## src/rtl/uart_tx_buffered.sv

```systemverilog
// Buffered 8N1 UART transmitter: a small circular FIFO in front of a
// start/data/stop serialiser. Bytes leave in exactly the order accepted.
module uart_tx_buffered #(
    parameter int unsigned CLKS_PER_BIT = 104,
    parameter int unsigned DEPTH        = 16
) (
    input  logic                     clk,
    input  logic                     rst,
    input  logic [7:0]               data_i,
    input  logic                     valid_i,
    output logic                     ready_o,
    output logic                     tx_o,
    output logic                     busy_o,
    output logic [$clog2(DEPTH):0]   count_o
);

    localparam int unsigned PtrW  = $clog2(DEPTH);
    localparam int unsigned CntW  = PtrW + 1;
    localparam int unsigned BaudW = $clog2(CLKS_PER_BIT);

    localparam logic [BaudW-1:0] BaudLast  = BaudW'(CLKS_PER_BIT - 1);
    localparam logic [CntW-1:0]  CountFull = CntW'(DEPTH);

    typedef enum logic [1:0] {
        StIdle,
        StStart,
        StData,
        StStop
    } state_e;

    // FIFO storage and bookkeeping
    logic [7:0]      mem_q [DEPTH];
    logic [PtrW-1:0] wr_ptr_q, wr_ptr_d;
    logic [PtrW-1:0] rd_ptr_q, rd_ptr_d;
    logic [CntW-1:0] count_q, count_d;

    // Serialiser state
    state_e          state_q, state_d;
    logic [BaudW-1:0] baud_q, baud_d;
    logic [2:0]      bit_q, bit_d;
    logic [7:0]      shift_q, shift_d;
    logic            tx_q, tx_d;

    logic            push;
    logic            pop;
    logic            fifo_nonempty;
    logic            baud_end;
    logic [7:0]      head;

    // Handshake only looks at registered occupancy, so valid_i may depend on ready_o.
    assign ready_o       = (count_q != CountFull);
    assign push          = valid_i && ready_o;
    assign fifo_nonempty = (count_q != '0);
    assign baud_end      = (baud_q == BaudLast);
    assign head          = mem_q[rd_ptr_q];

    assign tx_o    = tx_q;
    assign count_o = count_q;
    assign busy_o  = (state_q != StIdle) || fifo_nonempty;

    // FIFO pointer and occupancy next-state
    always_comb begin
        wr_ptr_d = wr_ptr_q;
        rd_ptr_d = rd_ptr_q;
        count_d  = count_q;
        if (push) begin
            wr_ptr_d = wr_ptr_q + PtrW'(1);
        end
        if (pop) begin
            rd_ptr_d = rd_ptr_q + PtrW'(1);
        end
        unique case ({push, pop})
            2'b10:   count_d = count_q + CntW'(1);
            2'b01:   count_d = count_q - CntW'(1);
            default: count_d = count_q;
        endcase
    end

    // Serialiser next-state; pop is only raised when the FIFO holds a byte
    always_comb begin
        state_d = state_q;
        baud_d  = baud_q;
        bit_d   = bit_q;
        shift_d = shift_q;
        tx_d    = tx_q;
        pop     = 1'b0;
        unique case (state_q)
            StIdle: begin
                tx_d = 1'b1;
                if (fifo_nonempty) begin
                    pop     = 1'b1;
                    shift_d = head;
                    baud_d  = '0;
                    tx_d    = 1'b0;
                    state_d = StStart;
                end
            end
            StStart: begin
                if (baud_end) begin
                    baud_d  = '0;
                    tx_d    = shift_q[0];
                    bit_d   = '0;
                    state_d = StData;
                end else begin
                    baud_d = baud_q + BaudW'(1);
                end
            end
            StData: begin
                if (baud_end) begin
                    baud_d  = '0;
                    shift_d = {1'b0, shift_q[7:1]};
                    if (bit_q == 3'd7) begin
                        tx_d    = 1'b1;
                        state_d = StStop;
                    end else begin
                        bit_d = bit_q + 3'd1;
                        tx_d  = shift_q[1];
                    end
                end else begin
                    baud_d = baud_q + BaudW'(1);
                end
            end
            StStop: begin
                if (baud_end) begin
                    baud_d = '0;
                    // Chain straight into the next start bit when more data is queued
                    if (fifo_nonempty) begin
                        pop     = 1'b1;
                        shift_d = head;
                        tx_d    = 1'b0;
                        state_d = StStart;
                    end else begin
                        tx_d    = 1'b1;
                        state_d = StIdle;
                    end
                end else begin
                    baud_d = baud_q + BaudW'(1);
                end
            end
            default: begin
                tx_d    = 1'b1;
                state_d = StIdle;
            end
        endcase
    end

    // FIFO storage write; contents need no reset since pointers define validity
    always_ff @(posedge clk) begin
        if (push) begin
            mem_q[wr_ptr_q] <= data_i;
        end
    end

    // State registers with synchronous reset
    always_ff @(posedge clk) begin
        if (rst) begin
            wr_ptr_q <= '0;
            rd_ptr_q <= '0;
            count_q  <= '0;
            state_q  <= StIdle;
            baud_q   <= '0;
            bit_q    <= '0;
            shift_q  <= '0;
            tx_q     <= 1'b1;
        end else begin
            wr_ptr_q <= wr_ptr_d;
            rd_ptr_q <= rd_ptr_d;
            count_q  <= count_d;
            state_q  <= state_d;
            baud_q   <= baud_d;
            bit_q    <= bit_d;
            shift_q  <= shift_d;
            tx_q     <= tx_d;
        end
    end

endmodule

```

## config.mk

```make
export PLATFORM = sky130hd
export DESIGN_NAME = uart_tx_buffered
export DESIGN_NICKNAME = d
export VERILOG_FILES = /design/src/rtl/uart_tx_buffered.sv
export SDC_FILE = /design/constraint.sdc
export NUM_CORES = 1
export LEC_CHECK = 0
export ABC_AREA = 1
export BUFFER_PORTS_ARGS = -buffer_cell sky130_fd_sc_hd__buf_4
export CAP_MARGIN = 20
export CORE_ASPECT_RATIO = 2
export CORE_MARGIN = 2
export CORE_UTILIZATION = 35
export CTS_BUF_LIST = sky130_fd_sc_hd__clkbuf_8
export CTS_CLUSTER_DIAMETER = 120
export DETAILED_ROUTE_END_ITERATION = 10
export GPL_ROUTABILITY_DRIVEN = 1
export PLACE_DENSITY_LB_ADDON = 0.08
export SLEW_MARGIN = 20
export SYNTH_ARGS = -nofsm -noshare
export SYNTH_HDL_FRONTEND = slang
export SYNTH_SLANG_ARGS = --single-unit
```

## constraint.sdc

```tcl
create_clock -name clk -period 7 [get_ports clk]
set_input_delay 1.4 -clock clk [delete_from_list [all_inputs] [get_ports clk]]
set_output_delay 1.4 -clock clk [all_outputs]
set_load 0.01 [all_outputs]
```

* Word level (Yosys, flattened, before mapping)
Memories as Yosys holds them, arrays and structs flattened. A register that Yosys moved wholly into a read port is not among the register bits. Index checks and enable logic that the tools add are counted.
Storage, ports and cells: flip-flop bits (word level) 34, bits in latches 0, memory bits (writable) 128, bits in read-only memories 0, input port bits 11, output and inout port bits 8, word-level logic and storage cells 74, memories 1
Memories:
- mem_q | depth 16, bits a word 8, rd ports 1, clocked after Yosys merged registers in 1, wr ports 1, line 32 | logic [7:0] mem_q [DEPTH];
Cells by class: add/sub/neg operators 6, multiply operators 0, divide/modulo/power cells 0, order comparisons 0, equality and inequality tests 14, shifts and indexed selects 0, muxes and demuxes 32, bitwise gates (word level) 0, reductions and logical operators 13
Operators with widths (count):
- $mux W8 | 3
- $pmux W8 S3 | 1
- $mux W7 | 2
- $pmux W7 S2 | 1
- $ne A2 B2 Y1 const B | 6
- $mux W1 | 10
- $mux W2 | 5
- $pmux W5 S2 | 1
- $mux W3 | 3
- $add A4 B1 Y4 const B | 2
- $mux W4 | 2
- $pmux W2 S4 | 1
- $add A7 B1 Y7 const B | 1
- $eq A7 B7 Y1 const B | 1
- $eq A2 B2 Y1 const B | 3
- $pmux W3 S2 | 1
- $reduce_and A3 Y1 | 2
- $reduce_bool A2 Y1 | 3
- $add A5 B1 Y5 const B | 1
- $ne A5 B5 Y1 const B | 1
- $reduce_and A5 Y1 | 1
- $reduce_bool A5 Y1 | 1
- $sub A5 B1 Y5 const B | 1
- $eq A2 B1 Y1 const B | 2
- other kinds (10) | 10

* Longest topological paths before layout
depth in word-level cells 6, depth in mapped cells 18, mapped depth without buffers 17

* Least setup slack after synthesis
OpenSTA, ideal clock, no wires.
path kind in2reg, start point input port valid_i, end point register count_q[2] (netlist: count_o[2]), arrival time 2.556 ns, setup slack 4.329 ns, stages on the path 10, buffers on the path 1, cell sequence nand2_4 > ha_1 > clkbuf_1 > xor2_1 > ha_1 > inv_1 > nand2_2 > xor2_1 > o21ai_0 > inv_1
On the way: word-level cells in the longest chain between the ends 3, elaborated cells on any way between the ends 5
Ends and longest elaborated chain:
- start: declaration | line 10 | input logic valid_i,
- $logic_and A1 B1 Y1 * | line 52 | assign push = valid_i && ready_o;
- $eq A2 B1 Y1 or $eq A2 B2 Y1 (tied branches) | line 72 | unique case ({push, pop})
- $pmux W5 S2 or $reduce_bool A2 Y1 (tied branches)
- end signal: assignment | line 168 | count_q <= count_d;
- end: declaration | line 35 | logic [CntW-1:0] count_q, count_d;
Every way passes the cells marked *; elsewhere a longest branch is shown, timed or not. A chain may end at the register's enable or synchronous reset.

* Worst setup path after layout
start point register count_q[2] (netlist: count_o[2]), end point output port busy_o
On the way: word-level cells in the longest chain between the ends 2
Ends and longest elaborated chain:
- $reduce_bool A5 Y1 | line 53 | assign fifo_nonempty = (count_q != '0);
- $logic_or A1 B1 Y1 | line 59 | assign busy_o = (state_q != StIdle) || fifo_nonempty;
- end: declaration | line 13 | output logic busy_o,
No other way between the ends.

==> impl_metrics.tcl <==
set metrics [dict create \
    drive_gt1_frac 0.104 \
    globalplace.congestion 0.807 \
    hp-start "shift_q[5]" \
    hold_buffers 0 \
    grt_first_pass_wirelength_mm 28.7 \
    dpl.hpwl_mm 13.1 \
    slew_headroom 0.490 \
    cp_max_fo 7 \
    ff2ff_setup_slack_ns 4.43 \
    clock_skew_ns 0.0160 \
    drtIter0Drc 278 \
    ir_drop_mv 0.163 \
    rr_endpoint "count_o[4]" \
    ys_types 41 \
    antenna_found_initial 0 \
    ctsRootBufferMaster "clkbuf_8" \
    crit_path_end_kind "output pin" \
    cts_made_buffers 17 \
    seq_area_mm2 0.00461 \
    critPathTopFamily "simple AND/OR/NAND/NOR gates" \
    use_met3 0.0321 \
    grt_max_degree 66 \
    period_share 0.441 \
    worstSetupStartpointType "flop" \
    multiInputGateArea_mm2 0.00218 \
    cts_tree "built" \
    clock.fmax_mhz 324 \
    slowest_stage "dfxtp_1" \
    yosysTopAreaCell "edfxtp_1" \
    htree_levels 4 \
    synth-seq-area-share 0.651 \
    r2r-start "state_q[0]" \
    layout_commonest_cell "nor2_1" \
    syn_nets 666 \
    path_class "reg2out" \
    cp.arrival_ns 1.69 \
    die_x_um 105 \
    clk_pin_slew_ns 0.09 \
    use_met2 0.357 \
    track_usage 0.183 \
    syn_to_final_growth_pct 10.0 \
    synth.area.top_cells "edfxtp_1 (54%), dfxtp_1 (11%), nor2_1 (7.1%)" \
    ioPinCount 19 \
    coreArea_mm2 0.0198 \
    slew_viol_final 0 \
    post_cts_resize_count 0 \
    setup_tns_ns 0 \
    vias 4759 \
    clock_latency_ns 0.45 \
    drv_cap 0 \
    post_drt_wl_per_cell_um 20.4 \
    remaining_drc_errors 0 \
    hold_violations 0 \
    status "complete, no violations" \
    synth.top_cell.area_share 0.544 \
    post_cts_buffers 0 \
    synth.cell_area_mm2 0.00707 \
    place_area_mm2 0.00740 \
    design_area_mm2 0.00778 \
    preCtsSetupSlack_ns 4.05 \
    initial_core_util 0.357 \
    hold_path_depth 2 \
    rows 73 \
    globalRouteMet1Util 0.181 \
    netlist_instances 640 \
    cts.path.max_buffers 2 \
    synth_warnings 0 \
    ys.flop_type "edfxtp_1" \
    postRouteAntennaNets 0 \
    min_path_type "reg2reg" \
    setup_violations 0 \
    fin_nets 676 \
    synth_edf_count 128 \
    rsz0062_at_grt "no" \
    fillCellCount 1973 \
    slowest_delay_ns 0.38 \
    critPathBufInv 2 \
    avgViaCountPerCell 5.15 \
    globalRouteOverflowTotal 0 \
    n_antenna_cell 0 \
    drt-total-wl_mm 18.8 \
    numPortBuffers 18 \
    grt.busiest_layer "met2" \
    clock-sinks 166 \
    final_cell_mix "nor2_1 (133), edfxtp_1 (128), o21ai_0 (76)" \
    first_pass_iters 4 \
    worst_pin_slew_ns 0.762 \
    setup_slack_ns 3.91 \
    fp.dieH_um 205 \
    crit_chain "nor2_2 > nand3b_4 > nor2_4 > inv_2 > buf_4" \
    r2r_cells 17 \
    critPathRequiredTime_ns 5.60 \
    power_density_mw_per_mm2 352 \
    grt_pass1_vias 4951 \
    syn_avg_cell_area_um2 11.0 \
    p_leak_nw 2.73 \
    async_reset_ff_frac 0 \
    hold_end "shift_q[5]" \
    fin_crit_ns 3.09 \
    ys_seq_elements 166 \
    dieArea_mm2 0.0214 \
]
-- power breakdown --
group	total [mW]	switching [mW]	internal, mW
Combinational	0.885	0.610	0.275
Sequential	1.18	0.0465	1.13
Clock	0.676	0.335	0.341
-- cells in the mapped netlist, types with 3 or more instances --
cell type / number
o21ai_0: 76
o221ai_1: 9
a21oi_1: 28
inv_1: 30
o211ai_1: 22
o21ai_1: 4
nor2_1: 133
o22ai_1: 8
nor2_2: 4
o21a_1: 4
dfxtp_1: 38
xor2_1: 4
inv_2: 3
buf_6: 3
edfxtp_1: 128
clkbuf_1: 13
nand2_1: 50
nor3_1: 6
ha_1: 15
buf_2: 9
clkbuf_2: 3
nand3_1: 25
-- cell type report --
type,count,share of cell area
multi-input cells,409,0.280
repair buffers,21,0.0203
inverters,35,0.0172
clock buffers,17,0.0301
flip-flops and latches,166,0.592
well taps,262,0.0421
clock inverters,14,0.0185
-- worst min-delay path, stage by stage (launching register included) --
cell and delay [ns]:
dfxtp_1 0.32, nand2_1 0.06, a21oi_1 0.05
-- metal layers --
layer | share of wire | vias to the layer above
met5 | 0 | -
li1 | - | 2283
met1 | 0.36 | 2346
met2 | 0.57 | 101
met4 | 0.037 | 0
met3 | 0.030 | 29
-- cells by family after synthesis --
kind of cell	synth area share
flops	0.651
simple gates	0.143
xor+xnor	0.00619
compound gates	0.132
fa+ha+maj	0.0265
buf+inv	0.0412
-- state kept, by name, indices dropped and copies added (netlist names), named ones only --
register	count
rd_ptr_q	4
wr_ptr_q	4
count_o	5
state_q	2
baud_q	7
tx_o	1
mem_q	128
bit_q	3
shift_q	8
-- stage by stage --
stage	cells	utilization	hold WS, ns	power, mW
4_1_cts	924	0.392	0.471	2.77
3_3_place_gp	893	0.373	0.454	2.09
6_report	924	0.392	0.472	2.74
2_1_floorplan	640	-	0.444	1.83
5_1_grt	924	0.392	0.489	2.91
3_5_place_dp	893	0.373	0.456	2.09
-- worst max-delay path by stage --
stage	start	cells after the start	to
6_report	count_o[2]	5	busy_o
5_1_grt	count_o[0]	5	busy_o
4_1_cts	count_o[2]	5	busy_o
3_5_place_dp	valid_i	5	mem_q[4][4]
3_3_place_gp	valid_i	5	mem_q[12][1]
2_1_floorplan	valid_i	10	count_o[2]
(Power assumes the default switching activity.)
